===== config.mk =====
export PLATFORM = sky130hd
export DESIGN_NAME = risc_v_decode
export DESIGN_NICKNAME = d
export VERILOG_FILES = /design/src/rtl/risc_v_pkg.sv /design/src/rtl/risc_v_scoreboard.sv /design/src/rtl/risc_v_decode.sv
export SDC_FILE = /design/constraint.sdc
export NUM_CORES = 1
export LEC_CHECK = 0
export ABC_AREA = 0
export BUFFER_PORTS_ARGS = -buffer_cell sky130_fd_sc_hd__buf_2
export CELL_PAD_IN_SITES_DETAIL_PLACEMENT = 0
export CELL_PAD_IN_SITES_GLOBAL_PLACEMENT = 1
export CORE_AREA = 2 2 127 129
export CTS_CLUSTER_DIAMETER = 50
export DETAILED_ROUTE_END_ITERATION = 12
export DIE_AREA = 0 0 129 131
export PLACE_DENSITY = 0.84
export SLEW_MARGIN = 10
export SYNTH_ARGS = -nofsm -noshare
export SYNTH_HDL_FRONTEND = slang
export SYNTH_SLANG_ARGS = --single-unit

===== constraint.sdc =====
create_clock -name clk -period 4.06 [get_ports clk]
set_input_delay 0.812 -clock clk [delete_from_list [all_inputs] [get_ports clk]]
set_output_delay 0.812 -clock clk [all_outputs]
set_load 0.02 [all_outputs]

===== src/rtl/risc_v_pkg.sv =====
// +--------------------------------------------------------------------+
// | risc_v_pkg : shared RV32I opcodes, class/immediate-format enums     |
// | Rev 1.0                                                            |
// +--------------------------------------------------------------------+
`default_nettype none

package risc_v_pkg;

  localparam int c_XLEN_DEF = 32;
  localparam int c_NREG_DEF = 32;
  localparam int c_AW_DEF   = 5;

  localparam logic [6:0] c_OPC_OP     = 7'b0110011;
  localparam logic [6:0] c_OPC_OP_IMM = 7'b0010011;
  localparam logic [6:0] c_OPC_LOAD   = 7'b0000011;
  localparam logic [6:0] c_OPC_STORE  = 7'b0100011;
  localparam logic [6:0] c_OPC_BRANCH = 7'b1100011;
  localparam logic [6:0] c_OPC_JAL    = 7'b1101111;
  localparam logic [6:0] c_OPC_JALR   = 7'b1100111;
  localparam logic [6:0] c_OPC_LUI    = 7'b0110111;
  localparam logic [6:0] c_OPC_AUIPC  = 7'b0010111;

  typedef enum logic [3:0] {
    CLS_OP      = 4'd0,
    CLS_OP_IMM  = 4'd1,
    CLS_LOAD    = 4'd2,
    CLS_STORE   = 4'd3,
    CLS_BRANCH  = 4'd4,
    CLS_JAL     = 4'd5,
    CLS_JALR    = 4'd6,
    CLS_LUI     = 4'd7,
    CLS_AUIPC   = 4'd8,
    CLS_ILLEGAL = 4'd15
  } cls_e;

  typedef enum logic [2:0] {
    IMM_NONE = 3'd0,
    IMM_I    = 3'd1,
    IMM_S    = 3'd2,
    IMM_B    = 3'd3,
    IMM_U    = 3'd4,
    IMM_J    = 3'd5
  } imm_fmt_e;

endpackage

`default_nettype wire


===== src/rtl/risc_v_scoreboard.sv =====
// +--------------------------------------------------------------------+
// | risc_v_scoreboard : pending-destination bit array, two lookups     |
// | Rev 1.0                                                            |
// +--------------------------------------------------------------------+
`default_nettype none

module risc_v_scoreboard #(
  parameter int NREG = 32,
  parameter int AW   = 5
) (
  input  logic          clk,
  input  logic          rst_n,
  input  logic          i_clr_a_en,
  input  logic [AW-1:0] i_clr_a_idx,
  input  logic          i_clr_b_en,
  input  logic [AW-1:0] i_clr_b_idx,
  input  logic          i_set_en,
  input  logic [AW-1:0] i_set_idx,
  input  logic [AW-1:0] i_look1_idx,
  input  logic [AW-1:0] i_look2_idx,
  output logic          o_busy1,
  output logic          o_busy2
);

  logic [NREG-1:0] r_sb;
  logic [NREG-1:0] w_next;

  // Clears are applied before the set so a same-cycle reissue keeps the bit.
  always_comb begin
    w_next = r_sb;
    if (i_clr_a_en) w_next[i_clr_a_idx] = 1'b0;
    if (i_clr_b_en) w_next[i_clr_b_idx] = 1'b0;
    if (i_set_en)   w_next[i_set_idx]   = 1'b1;
    w_next[0] = 1'b0;
  end

  always_ff @(posedge clk or negedge rst_n) begin
    if (!rst_n) r_sb <= '0;
    else        r_sb <= w_next;
  end

  assign o_busy1 = r_sb[i_look1_idx];
  assign o_busy2 = r_sb[i_look2_idx];

endmodule

`default_nettype wire


===== src/rtl/risc_v_decode.sv =====
// +--------------------------------------------------------------------+
// | risc_v_decode : RV32I decode/issue with RAW scoreboard stalling     |
// | Rev 1.0                                                            |
// +--------------------------------------------------------------------+
`default_nettype none

module risc_v_decode
  import risc_v_pkg::*;
#(
  parameter int XLEN = c_XLEN_DEF,
  parameter int NREG = c_NREG_DEF,
  parameter int AW   = c_AW_DEF
) (
  input  logic            clk,
  input  logic            rst_n,
  input  logic            i_in_valid,
  output logic            o_in_ready,
  input  logic [XLEN-1:0] i_in_instr,
  input  logic [XLEN-1:0] i_in_pc,
  output logic            o_re1,
  output logic [AW-1:0]   o_raddr1,
  output logic            o_re2,
  output logic [AW-1:0]   o_raddr2,
  output logic            o_out_valid,
  input  logic            i_out_ready,
  output logic [XLEN-1:0] o_out_pc,
  output logic [AW-1:0]   o_out_rd,
  output logic            o_out_rd_we,
  output logic [XLEN-1:0] o_out_imm,
  output logic [3:0]      o_out_cls,
  output logic [3:0]      o_out_funct,
  output logic            o_out_illegal,
  input  logic            i_wb_valid,
  input  logic [AW-1:0]   i_wb_rd,
  input  logic            i_flush
);

  logic [6:0]      w_opcode;
  logic [AW-1:0]   w_rd;
  logic [AW-1:0]   w_rs1;
  logic [AW-1:0]   w_rs2;
  cls_e            w_cls;
  imm_fmt_e        w_fmt;
  logic            w_use1;
  logic            w_use2;
  logic            w_wr;
  logic            w_rd_we;
  logic [XLEN-1:0] w_imm;
  logic            w_busy1;
  logic            w_busy2;
  logic            w_hazard;
  logic            w_can_accept;
  logic            w_issue;

  logic            r_out_valid;
  logic [XLEN-1:0] r_out_pc;
  logic [AW-1:0]   r_out_rd;
  logic            r_out_rd_we;
  logic [XLEN-1:0] r_out_imm;
  cls_e            r_out_cls;
  logic [3:0]      r_out_funct;
  logic            r_out_illegal;

  assign w_opcode = i_in_instr[6:0];
  assign w_rd     = i_in_instr[11:7];
  assign w_rs1    = i_in_instr[19:15];
  assign w_rs2    = i_in_instr[24:20];

  always_comb begin
    w_cls  = CLS_ILLEGAL;
    w_fmt  = IMM_NONE;
    w_use1 = 1'b0;
    w_use2 = 1'b0;
    w_wr   = 1'b0;
    if (i_in_instr[1:0] == 2'b11) begin
      case (w_opcode)
        c_OPC_OP:     begin w_cls = CLS_OP;     w_use1 = 1'b1; w_use2 = 1'b1; w_wr = 1'b1; end
        c_OPC_OP_IMM: begin w_cls = CLS_OP_IMM; w_fmt = IMM_I; w_use1 = 1'b1; w_wr = 1'b1; end
        c_OPC_LOAD:   begin w_cls = CLS_LOAD;   w_fmt = IMM_I; w_use1 = 1'b1; w_wr = 1'b1; end
        c_OPC_STORE:  begin w_cls = CLS_STORE;  w_fmt = IMM_S; w_use1 = 1'b1; w_use2 = 1'b1; end
        c_OPC_BRANCH: begin w_cls = CLS_BRANCH; w_fmt = IMM_B; w_use1 = 1'b1; w_use2 = 1'b1; end
        c_OPC_JAL:    begin w_cls = CLS_JAL;    w_fmt = IMM_J; w_wr = 1'b1; end
        c_OPC_JALR:   begin w_cls = CLS_JALR;   w_fmt = IMM_I; w_use1 = 1'b1; w_wr = 1'b1; end
        c_OPC_LUI:    begin w_cls = CLS_LUI;    w_fmt = IMM_U; w_wr = 1'b1; end
        c_OPC_AUIPC:  begin w_cls = CLS_AUIPC;  w_fmt = IMM_U; w_wr = 1'b1; end
        default:      w_cls = CLS_ILLEGAL;
      endcase
    end
  end

  always_comb begin
    w_imm = '0;
    case (w_fmt)
      IMM_I: w_imm = {{(XLEN-12){i_in_instr[31]}}, i_in_instr[31:20]};
      IMM_S: w_imm = {{(XLEN-12){i_in_instr[31]}}, i_in_instr[31:25], i_in_instr[11:7]};
      IMM_B: w_imm = {{(XLEN-13){i_in_instr[31]}}, i_in_instr[31], i_in_instr[7],
                      i_in_instr[30:25], i_in_instr[11:8], 1'b0};
      IMM_U: w_imm = {i_in_instr[31:12], 12'b0};
      IMM_J: w_imm = {{(XLEN-21){i_in_instr[31]}}, i_in_instr[31], i_in_instr[19:12],
                      i_in_instr[20], i_in_instr[30:21], 1'b0};
      default: w_imm = '0;
    endcase
  end

  assign w_rd_we  = w_wr && (w_rd != '0);
  assign w_hazard = (w_use1 && w_busy1) || (w_use2 && w_busy2);

  // Gated by reset so the RF sees no reads while reset is held.
  assign w_can_accept = rst_n && !w_hazard && !i_flush && (!r_out_valid || i_out_ready);
  assign w_issue      = i_in_valid && w_can_accept;

  assign o_in_ready = w_can_accept;
  assign o_re1      = w_issue && w_use1;
  assign o_re2      = w_issue && w_use2;
  assign o_raddr1   = (rst_n && w_use1) ? w_rs1 : '0;
  assign o_raddr2   = (rst_n && w_use2) ? w_rs2 : '0;

  risc_v_scoreboard #(
    .NREG (NREG),
    .AW   (AW)
  ) u_sb (
    .clk         (clk),
    .rst_n       (rst_n),
    .i_clr_a_en  (i_wb_valid),
    .i_clr_a_idx (i_wb_rd),
    .i_clr_b_en  (i_flush && r_out_valid && r_out_rd_we),
    .i_clr_b_idx (r_out_rd),
    .i_set_en    (w_issue && w_rd_we),
    .i_set_idx   (w_rd),
    .i_look1_idx (w_rs1),
    .i_look2_idx (w_rs2),
    .o_busy1     (w_busy1),
    .o_busy2     (w_busy2)
  );

  always_ff @(posedge clk or negedge rst_n) begin
    if (!rst_n) begin
      r_out_valid   <= 1'b0;
      r_out_pc      <= '0;
      r_out_rd      <= '0;
      r_out_rd_we   <= 1'b0;
      r_out_imm     <= '0;
      r_out_cls     <= CLS_OP;
      r_out_funct   <= '0;
      r_out_illegal <= 1'b0;
    end else if (i_flush) begin
      r_out_valid <= 1'b0;
    end else if (w_issue) begin
      r_out_valid   <= 1'b1;
      r_out_pc      <= i_in_pc;
      r_out_rd      <= w_rd;
      r_out_rd_we   <= w_rd_we;
      r_out_imm     <= w_imm;
      r_out_cls     <= w_cls;
      r_out_funct   <= {i_in_instr[30], i_in_instr[14:12]};
      r_out_illegal <= (w_cls == CLS_ILLEGAL);
    end else if (i_out_ready) begin
      r_out_valid <= 1'b0;
    end
  end

  assign o_out_valid   = r_out_valid;
  assign o_out_pc      = r_out_pc;
  assign o_out_rd      = r_out_rd;
  assign o_out_rd_we   = r_out_rd_we;
  assign o_out_imm     = r_out_imm;
  assign o_out_cls     = r_out_cls;
  assign o_out_funct   = r_out_funct;
  assign o_out_illegal = r_out_illegal;

endmodule

`default_nettype wire

# Word level (Yosys, flattened, before mapping)

Index checks and enable logic that the tools add are counted.

Multiplexer cells: 29
$lt $le $gt $ge: 8
Bitwise logic cells: 6
Reductions and logical operators: 30
Equal/unequal tests: 16

Operators by type and width:

| cell                                                                                 | count |
|---|---|
| 32-bit one-hot mux with 5 select lines                                               | 1 |
| 32-bit 2-to-1 mux                                                                    | 3 |
| 32-bit AND                                                                           | 2 |
| 32-bit inverter                                                                      | 2 |
| 4-bit one-hot mux with 9 select lines                                                | 1 |
| 32-bit bitwise OR                                                                    | 1 |
| 5-bit by 6-bit less-than comparator with 1-bit output (second input constant)        | 5 |
| 7-bit by 6-bit == test with 1-bit output (second input constant)                     | 3 |
| 7-bit == test (second input constant)                                                | 3 |
| 1-bit logical AND                                                                    | 17 |
| 1-bit demux with 5-bit select                                                        | 3 |
| 5-bit by 1-bit greater-or-equal comparator with 1-bit output (second input constant) | 3 |
| 3-bit one-hot mux with 5 select lines                                                | 1 |
| 7-bit by 5-bit == test with 1-bit output (second input constant)                     | 2 |
| 1-bit 2-to-1 mux                                                                     | 14 |
| 1-bit binary-select mux with 5-bit select                                            | 2 |
| 5-bit 2-to-1 mux                                                                     | 2 |
| 7-bit by 2-bit == test with 1-bit output (second input constant)                     | 1 |
| 7-bit OR reduction                                                                   | 1 |
| 3-bit by 2-bit == test with 1-bit output (second input constant)                     | 2 |
| 3-bit == test (second input constant)                                                | 2 |
| 3-bit OR reduction                                                                   | 2 |
| 6-bit OR reduction                                                                   | 1 |
| 5-bit nonzero test                                                                   | 1 |
| 11 further kinds                                                                     | 14 |

Register bits: 111
Logic and storage cells: 98
Bits of input ports: 75
Output and inout bits: 93

# Depth between registers and ports, before layout

Gate-level depths: netlist of run 1.

Word-level depth: 13
Mapped depth: 12
Depth with buffers taken out: 6

# By module

A second synthesis of run 1 with hierarchy kept.

Cells, all modules: 534
Area total of the unflattened synthesis: 6189.7 um2

By module, submodules not included:

| module            | seq. area each (um2) | area each (um2) | instances | cells an instance |
|---|---|---|---|---|
| risc_v_decode     | 2001.9               | 4003.8          | 1         | 310 |
| risc_v_scoreboard | 775.7                | 2185.8          | 1         | 224 |

# Worst setup path before layout of run 1

Ideal clock, no wire load.

Path type: in2out
From: input port i_in_instr[17]
To: output port o_re1
Cell stages on the path: 10
Path slack: 178 ps
Arrival time: 3070 ps
Path buffers: 4
Required time: 3248 ps
Cell sequence: buf_4 -> mux4_2 -> o21ba_2 -> a221oi_2 -> nor4_2 -> or3_1 -> clkbuf_1 -> buf_6 -> buf_2 -> nor2_1

Word-level cells in the longest chain between the ends: 10

RTL lines:

| item                                      | RTL line                | text |
|---|---|---|
| from (decl)                               | risc_v_decode.sv:18     | `input logic [XLEN-1:0] i_in_instr,` |
| 1-bit binary-select mux with 5-bit select | risc_v_scoreboard.sv:42 | `assign o_busy1 = r_sb[i_look1_idx];` |
| 1-bit 2-to-1 mux (not written as such)    | risc_v_scoreboard.sv:42 |  |
| 1-bit logical AND                         | risc_v_decode.sv:106    | `assign w_hazard = (w_use1 && w_busy1) \|\| (w_use2 && w_busy2);` |
| 1-bit logical OR                          | risc_v_decode.sv:106    |  |
| 1-bit zero test                           | risc_v_decode.sv:109    | `assign w_can_accept = rst_n && !w_hazard && !i_flush && (!r_out_valid \|\| i_out_ready);` |
| 1-bit logical AND (3 in series)           | risc_v_decode.sv:109    |  |
| 1-bit logical AND                         | risc_v_decode.sv:110    | `assign w_issue = i_in_valid && w_can_accept;` |
| 1-bit logical AND                         | risc_v_decode.sv:113    | `assign o_re1 = w_issue && w_use1;` |
| to (decl)                                 | risc_v_decode.sv:20     | `output logic o_re1,` |

Every way passes these cells. The select of a mux whose other input is x is not followed.

# Worst setup path in the final report of run 1

Ends and elaborated chain as after synthesis.

==> results of run 1 <==
critical path: cells and delay by family:
kind / cells / cell delay [ps]
multiplexers: 2 / 830
AO/OA/AOI/OAI: 1 / 280
AND/OR/NAND/NOR: 3 / 660
buffers and inverters: 2 / 460
per-stage QoR:
step	utilization	setup WS, ps	hold WS [ps]	instance area [um^2]
6_report	0.474	201	385	7390
5_1_grt	0.474	88.8	396	7390
4_1_cts	0.474	189	395	7390
3_5_place_dp	0.456	199	489	7110
3_3_place_gp	0.456	232	482	7110
2_1_floorplan	-	178	516	6140
flip-flops by register name (all words and copies together), names as in the netlist:
| signal | cells |
|---|---|
| o_out_pc | 32 |
| o_out_funct | 4 |
| o_out_rd_we | 1 |
| o_out_cls | 4 |
| u_sb.r_sb | 31 |
| o_out_imm | 32 |
| o_out_rd | 5 |
| o_out_illegal | 1 |
| o_out_valid | 1 |
layer usage:
metal  global-route usage  vias to the layer above  share of wire
met5                    0                        -        0.00070
met4               0.0697                        2          0.022
li1                     -                     2286              -
met1                0.268                     2555           0.40
met2                0.348                      247           0.49
met3               0.0619                       44          0.080
cell type report:
cell class | count | area [um^2] | area share
clock inverters | 5 | 40.0 | 0.00542
multi-input cells | 347 | 3050 | 0.413
inverters | 24 | 90.1 | 0.0122
well taps | 216 | 270 | 0.0366
repair buffers | 174 | 916 | 0.124
flip-flops and latches | 111 | 2780 | 0.376
clock buffers | 11 | 243 | 0.0328
Yosys cell counts (3+ instances only):
cell type                  count
sky130_fd_sc_hd__dfrtp_1     111
sky130_fd_sc_hd__mux2_2       57
sky130_fd_sc_hd__o221ai_1     31
sky130_fd_sc_hd__o41ai_2      30
sky130_fd_sc_hd__a21oi_1      29
sky130_fd_sc_hd__mux2i_1      27
sky130_fd_sc_hd__nand2_1      27
sky130_fd_sc_hd__clkbuf_1     25
sky130_fd_sc_hd__inv_1        24
sky130_fd_sc_hd__nor2_1       18
sky130_fd_sc_hd__o21ai_0      15
sky130_fd_sc_hd__and3_1       13
sky130_fd_sc_hd__nand3b_1     13
sky130_fd_sc_hd__mux4_2       12
sky130_fd_sc_hd__buf_2         9
sky130_fd_sc_hd__nand2b_1      8
sky130_fd_sc_hd__nand3_1       6
sky130_fd_sc_hd__nor3_1        6
sky130_fd_sc_hd__o31ai_1       6
sky130_fd_sc_hd__buf_6         5
sky130_fd_sc_hd__nor2b_1       5
sky130_fd_sc_hd__a22o_1        4
sky130_fd_sc_hd__or2_2         4
sky130_fd_sc_hd__or3_1         4
sky130_fd_sc_hd__a211oi_1      3
sky130_fd_sc_hd__and2_1        3
sky130_fd_sc_hd__and3b_1       3
sky130_fd_sc_hd__buf_4         3
sky130_fd_sc_hd__o211ai_1      3
cell families (layout without fill, tap and decap cells):
group           count (synthesis)  count (layout)  synth area share
simple gates                  121             121             0.110
flops                         111             111             0.452
mux                            96              96             0.193
buf+inv                        68             214            0.0513
compound gates                130             130             0.194
power breakdown:
part	switching, mW	internal (mW)
Clock	0.426	0.440
Combinational	0.373	0.224
Sequential	0.0748	1.21
how the worst max path moves through the flow:
stage,endpoint,slack (ps)
detailed placement,o_re1,200
floorplan,o_re1,180
CTS,o_re1,190
global placement,o_re1,230
global route,o_re1,90
finish,o_re1,200
==> reports/metrics.yaml, run 1 <==
port_buffers: 167
critical_path.cell_chain: "buf_2 > mux4_2 > mux2_2 > a221oi_2 > nor4_2 > or3_4 > nor2_1 > buf_2"
synth_to_final_area_change_pct: 20.3
postRouteWirelength_um: 18600
critPathRequiredTime_ps: 3250
number_of_different_library_cells_in_the_post_synthesis_netlist: 46
rows: 46
drt_drc_violations_left: 0
grt_setup_unrepaired: "no"
die-area_mm2: 0.0169
core_area_mm2: 0.0156
cts_max_level: 3
worstMarginPinSlew_ps: 1090
antenna_found_initial: 1
antenna_cells_inserted: 0
place_hpwl_um: 13300
dieHeight_um: 131
r2r_end: "o_out_pc[16]"
clock-root-buffer: "sky130_fd_sc_hd__clkbuf_16"
min_clock_period_post_route_ps: 3860
max-clock-path-buffers: 2
worstSetupStartpoint: "i_in_instr[17]"
slew_viol_final: 0
critPathCaptureType: "output pin"
seq_area_frac_synth: 0.452
synth.yosys.warnings: 0
timing.slew.headroom: 0.269
timing.critical_path.mode_cell: "sky130_fd_sc_hd__buf_2"
skew_ps: 6.10
timing.setup.tns_ps: 0
detailedRoute.firstPassIterationCount: 5
cts_setup_buffers: 0
result_of_the_run: "completed"
start_util: 0.394
post_route_cells_drive_above_1_share: 0.443
cp-start-kind: "input pin"
first_global_vias: 5125
mostFrequentLayoutCells: "sky130_fd_sc_hd__buf_2 (166), sky130_fd_sc_hd__dfrtp_1 (111), sky130_fd_sc_hd__mux2_2 (57)"
initialDrtViolationCount: 557
fp.dieW_um: 129
hold_class: "input pin to asynchronous set/reset pin"
layout.cells.most_common: "sky130_fd_sc_hd__buf_2"
final_nets: 742
postRouteAntennaNets: 0
postSynth.asyncResetShare: 1.00
num-fill-cells: 1448
cellPowerDensity_mw_per_mm2: 372
number_of_gates_resized_after_cts: 0
grt_start_max_net_pins: 112
cts_inserted_buffers: 9
timing.final.hold_violations: 0
vias_per_cell: 5.78
design.portCount: 168
worstRegToRegCells: 7
number_of_enable_flip_flop_cells_after_synthesis: 0
dp.cells: 872
grt_pass1_wl_um: 27600
synthesis.nets: 601
clk_slew_on_worst_s_h_paths_ps: 70
cp_slowest_stage_delay_ps: 540
power.leakage_nw: 3.53
worst_r2r_startpoint: "u_sb.r_sb[2]"
post_synth_inst_count: 526
vdd.ir_drop.worst_mv: 0.240
fin_crit_sh: 0.950
hold_buffers: 0
path_class: "input pin to output pin"
synthDominantAreaCellType: "sky130_fd_sc_hd__dfrtp_1"
syn_area_mm2: 0.00614
timing.max_cap.violations: 0
place_congestion: 0.916
timing.critical_path.slowest_stage_cell: "sky130_fd_sc_hd__mux4_2"
synth-seq-cells: 111
synth_area_per_cell_um2: 11.7
clock_tree_from_tritoncts: "yes"
grt_overflow_total: 0
layout.cells.non_filler: 888
setup.reg_to_reg.worst_slack_ps: 1110
routedWlPerCell_um: 20.9
setup_violations: 0
clk_latency_ps: 360
post-layout-total-power_mw: 2.75
crit_arrival_ps: 3050
post_synth_top_area_share: 0.452
clkSinkCount: 111
route.vias.total: 5134
gr-usage-all-layers: 0.211
crit_fanout: 12
clock.fmax_mhz: 259
synth_ff_type: "sky130_fd_sc_hd__dfrtp_1"
synth_top_cells_by_area: "sky130_fd_sc_hd__dfrtp_1 (45%), sky130_fd_sc_hd__mux2_2 (10%), sky130_fd_sc_hd__o41ai_2 (7.9%), sky130_fd_sc_hd__o221ai_1 (4.4%), sky130_fd_sc_hd__mux2i_1 (4.4%)"
Note: power is estimated with default switching activity, not from simulation.
==> run 2: changes to the inputs <==
--- a/config.mk
+++ b/config.mk
@@ -7,13 +7,11 @@
 export LEC_CHECK = 0
 export ABC_AREA = 0
 export BUFFER_PORTS_ARGS = -buffer_cell sky130_fd_sc_hd__buf_2
-export CELL_PAD_IN_SITES_DETAIL_PLACEMENT = 0
-export CELL_PAD_IN_SITES_GLOBAL_PLACEMENT = 1
 export CORE_AREA = 2 2 127 129
 export CTS_CLUSTER_DIAMETER = 50
 export DETAILED_ROUTE_END_ITERATION = 12
 export DIE_AREA = 0 0 129 131
-export PLACE_DENSITY = 0.84
+export PLACE_DENSITY = 0.69
 export SLEW_MARGIN = 10
 export SYNTH_ARGS = -nofsm -noshare
 export SYNTH_HDL_FRONTEND = slang
==> run 2 against run 1 <==
  * Hold slack lost 11 ps
  * Die area unchanged
  * Flip-flop and latch count did not move
  * Clock-buffer cell count is 2 lower
  * Critical path depth is the same
  * Non-clock buffer count unchanged
  * Power shrank 0.33%
  * Setup slack worse by 47 ps
  * First-iteration DRC count shrank 5.2%
  * Largest cell class unchanged
==> reports/metrics.yaml, run 2 (same netlist as run 1, synthesis figures left out) <==
result_of_the_run: "completed"  # unchanged
clock_tree_from_tritoncts: "yes"  # unchanged
antenna_cells_inserted: 0  # unchanged
postLayoutCoreUtil: 0.472  # was 0.474
start_util: 0.394  # unchanged
crit_arrival_ps: 3090  # was 3050 ps
synth_to_final_area_change_pct: 19.9  # was 20.3%
grt_pass1_wl_um: 28300  # was 27600 um
die-area_mm2: 0.0169  # unchanged
timing.critical_path.slowest_stage_cell: "sky130_fd_sc_hd__mux4_2"  # unchanged
clock-root-buffer: "sky130_fd_sc_hd__clkbuf_16"  # unchanged
clk_slew_on_worst_s_h_paths_ps: 80  # was 70 ps
grt_setup_unrepaired: "no"  # unchanged
layout.cells.most_common: "sky130_fd_sc_hd__buf_2"  # unchanged
cp_top_family: "multiplexers"  # unchanged
number_of_gates_resized_after_cts: 0  # unchanged
grt_overflow_total: 0  # unchanged
cp_slowest_stage_delay_ps: 560  # was 540 ps
route.vias.total: 5278  # was 5134
final_nets: 742  # unchanged
power.leakage_nw: 3.52  # was 3.53 nW
slew_viol_final: 0  # unchanged
timing.final.hold_violations: 0  # unchanged
grt_start_max_net_pins: 112  # unchanged
timing.slew.headroom: 0.375  # was 0.269
worstMarginPinSlew_ps: 938  # was 1090 ps
timing.max_cap.violations: 0  # unchanged
fp.dieW_um: 129  # unchanged
place_hpwl_um: 13100  # was 13300 um
cts_inserted_buffers: 9  # unchanged
cp-start-kind: "input pin"  # unchanged
critPathCaptureType: "output pin"  # unchanged
clk_latency_ps: 360  # about the same
setup_violations: 0  # unchanged
timing.setup.tns_ps: 0  # unchanged
rows: 46  # unchanged
initialDrtViolationCount: 528  # was 557
routedWlPerCell_um: 21.3  # was 20.9 um
vias_per_cell: 5.96  # was 5.78
place_congestion: 0.916  # about the same
core_area_mm2: 0.0156  # unchanged
crit_fanout: 12  # unchanged
fin_crit_sh: 0.962  # was 0.950
critical_path.cell_chain: "buf_2 > mux4_2 > mux2_2 > a221oi_2 > nor4_2 > or3_4 > nor2_1 > buf_2"  # unchanged
first_global_vias: 5144  # was 5125
hold_class: "input pin to asynchronous set/reset pin"  # unchanged
timing.critical_path.mode_cell: "sky130_fd_sc_hd__buf_2"  # unchanged
clkSinkCount: 111  # unchanged
postRouteWirelength_um: 18900  # was 18600 um
gr-usage-all-layers: 0.218  # was 0.211
detailedRoute.firstPassIterationCount: 7  # was 5
critPathRequiredTime_ps: 3250  # about the same
hold_buffers: 0  # unchanged
skew_ps: 10.8  # was 6.10 ps
drt_drc_violations_left: 0  # unchanged
port_buffers: 167  # unchanged
cts_max_level: 3  # unchanged
design.portCount: 168  # unchanged
postRouteAntennaNets: 0  # unchanged
min_clock_period_post_route_ps: 3910  # was 3860 ps
max-clock-path-buffers: 2  # unchanged
post_route_cells_drive_above_1_share: 0.443  # about the same
post-layout-total-power_mw: 2.74  # was 2.75 mW
clock.fmax_mhz: 256  # was 259 MHz
vdd.ir_drop.worst_mv: 0.182  # was 0.240 mV
mostFrequentLayoutCells: "sky130_fd_sc_hd__buf_2 (166), sky130_fd_sc_hd__dfrtp_1 (111), sky130_fd_sc_hd__mux2_2 (57)"  # unchanged
cellPowerDensity_mw_per_mm2: 372  # about the same
cts_setup_buffers: 0  # unchanged
antenna_found_initial: 0  # was 1
number_of_buffer_and_inverter_instances_along_the_worst_setup_path: 2  # unchanged
path_class: "input pin to output pin"  # unchanged
dieHeight_um: 131  # unchanged
==> run 2: changes by cell type in the layout (fill, tap and decap cells not counted) <==
cell                       delta
sky130_fd_sc_hd__buf_12       -1
sky130_fd_sc_hd__buf_4        +1
sky130_fd_sc_hd__clkbuf_1     -1
sky130_fd_sc_hd__clkbuf_8     -1
sky130_fd_sc_hd__clkinv_2     -1
sky130_fd_sc_hd__clkinv_4     +1
==> run 2: path summary, 6_finish.rpt <==
check	endpoint	from	cells past startpoint	slack [ps]
min	o_out_rd_we	rst_n	1	370
min reg2reg	o_out_pc[13]	o_out_pc[13]	1	500
max	o_re1	i_in_instr[17]	8	150
max reg2reg	o_out_rd[1]	u_sb.r_sb[14]	7	1090
min in group clk	o_out_pc[13]	o_out_pc[13]	1	500
max in group asynchronous	o_out_imm[26]	rst_n	3	2030
==> run 2: through the flow <==
step / hold slack [ps] / cell area, um^2 / std cells / setup slack (ps)
4_1_cts: 382 / 7360 / 886 / 130
6_report: 374 / 7360 / 886 / 154
3_5_place_dp: 489 / 7100 / 872 / 122
5_1_grt: 388 / 7360 / 886 / 57.0
2_1_floorplan: 516 / 6140 / 526 / 178
3_3_place_gp: 483 / 7100 / 872 / 198
==> run 2: power by group <==
group | internal, mW | switching (mW)
sequential | 1.21 | 0.0770
clock | 0.418 | 0.433
combinational | 0.223 | 0.377
total | 1.85 | 0.887
==> run 2: cell type report <==
type	count	area, um^2
Fill cell	1401	8230
Inverter	24	90.1
Clock buffer	9	225
Sequential cell	111	2780
Tap cell	216	270
Clock inverter	5	43.8
Timing Repair Buffer	174	903
Multi-Input combinational cell	347	3050
==> run 2: layer usage <==
layer | global-route usage | up-vias | part of all wire
li1 | - | 2291 | -
met1 | 0.279 | 2606 | 0.40
met2 | 0.356 | 324 | 0.48
met3 | 0.0460 | 57 | 0.089
met4 | 0.0997 | 0 | 0.031
met5 | 0 | - | 0
==> run 2: worst reg2reg max path, stage by stage, from the launching register on <==
cell and delay (ps):
sky130_fd_sc_hd__dfrtp_1 390, sky130_fd_sc_hd__mux4_2 260, sky130_fd_sc_hd__mux2_2 160, sky130_fd_sc_hd__a221oi_2 60, sky130_fd_sc_hd__nor4_2 720, sky130_fd_sc_hd__or3_4 270, sky130_fd_sc_hd__buf_12 490, sky130_fd_sc_hd__mux2_2 500
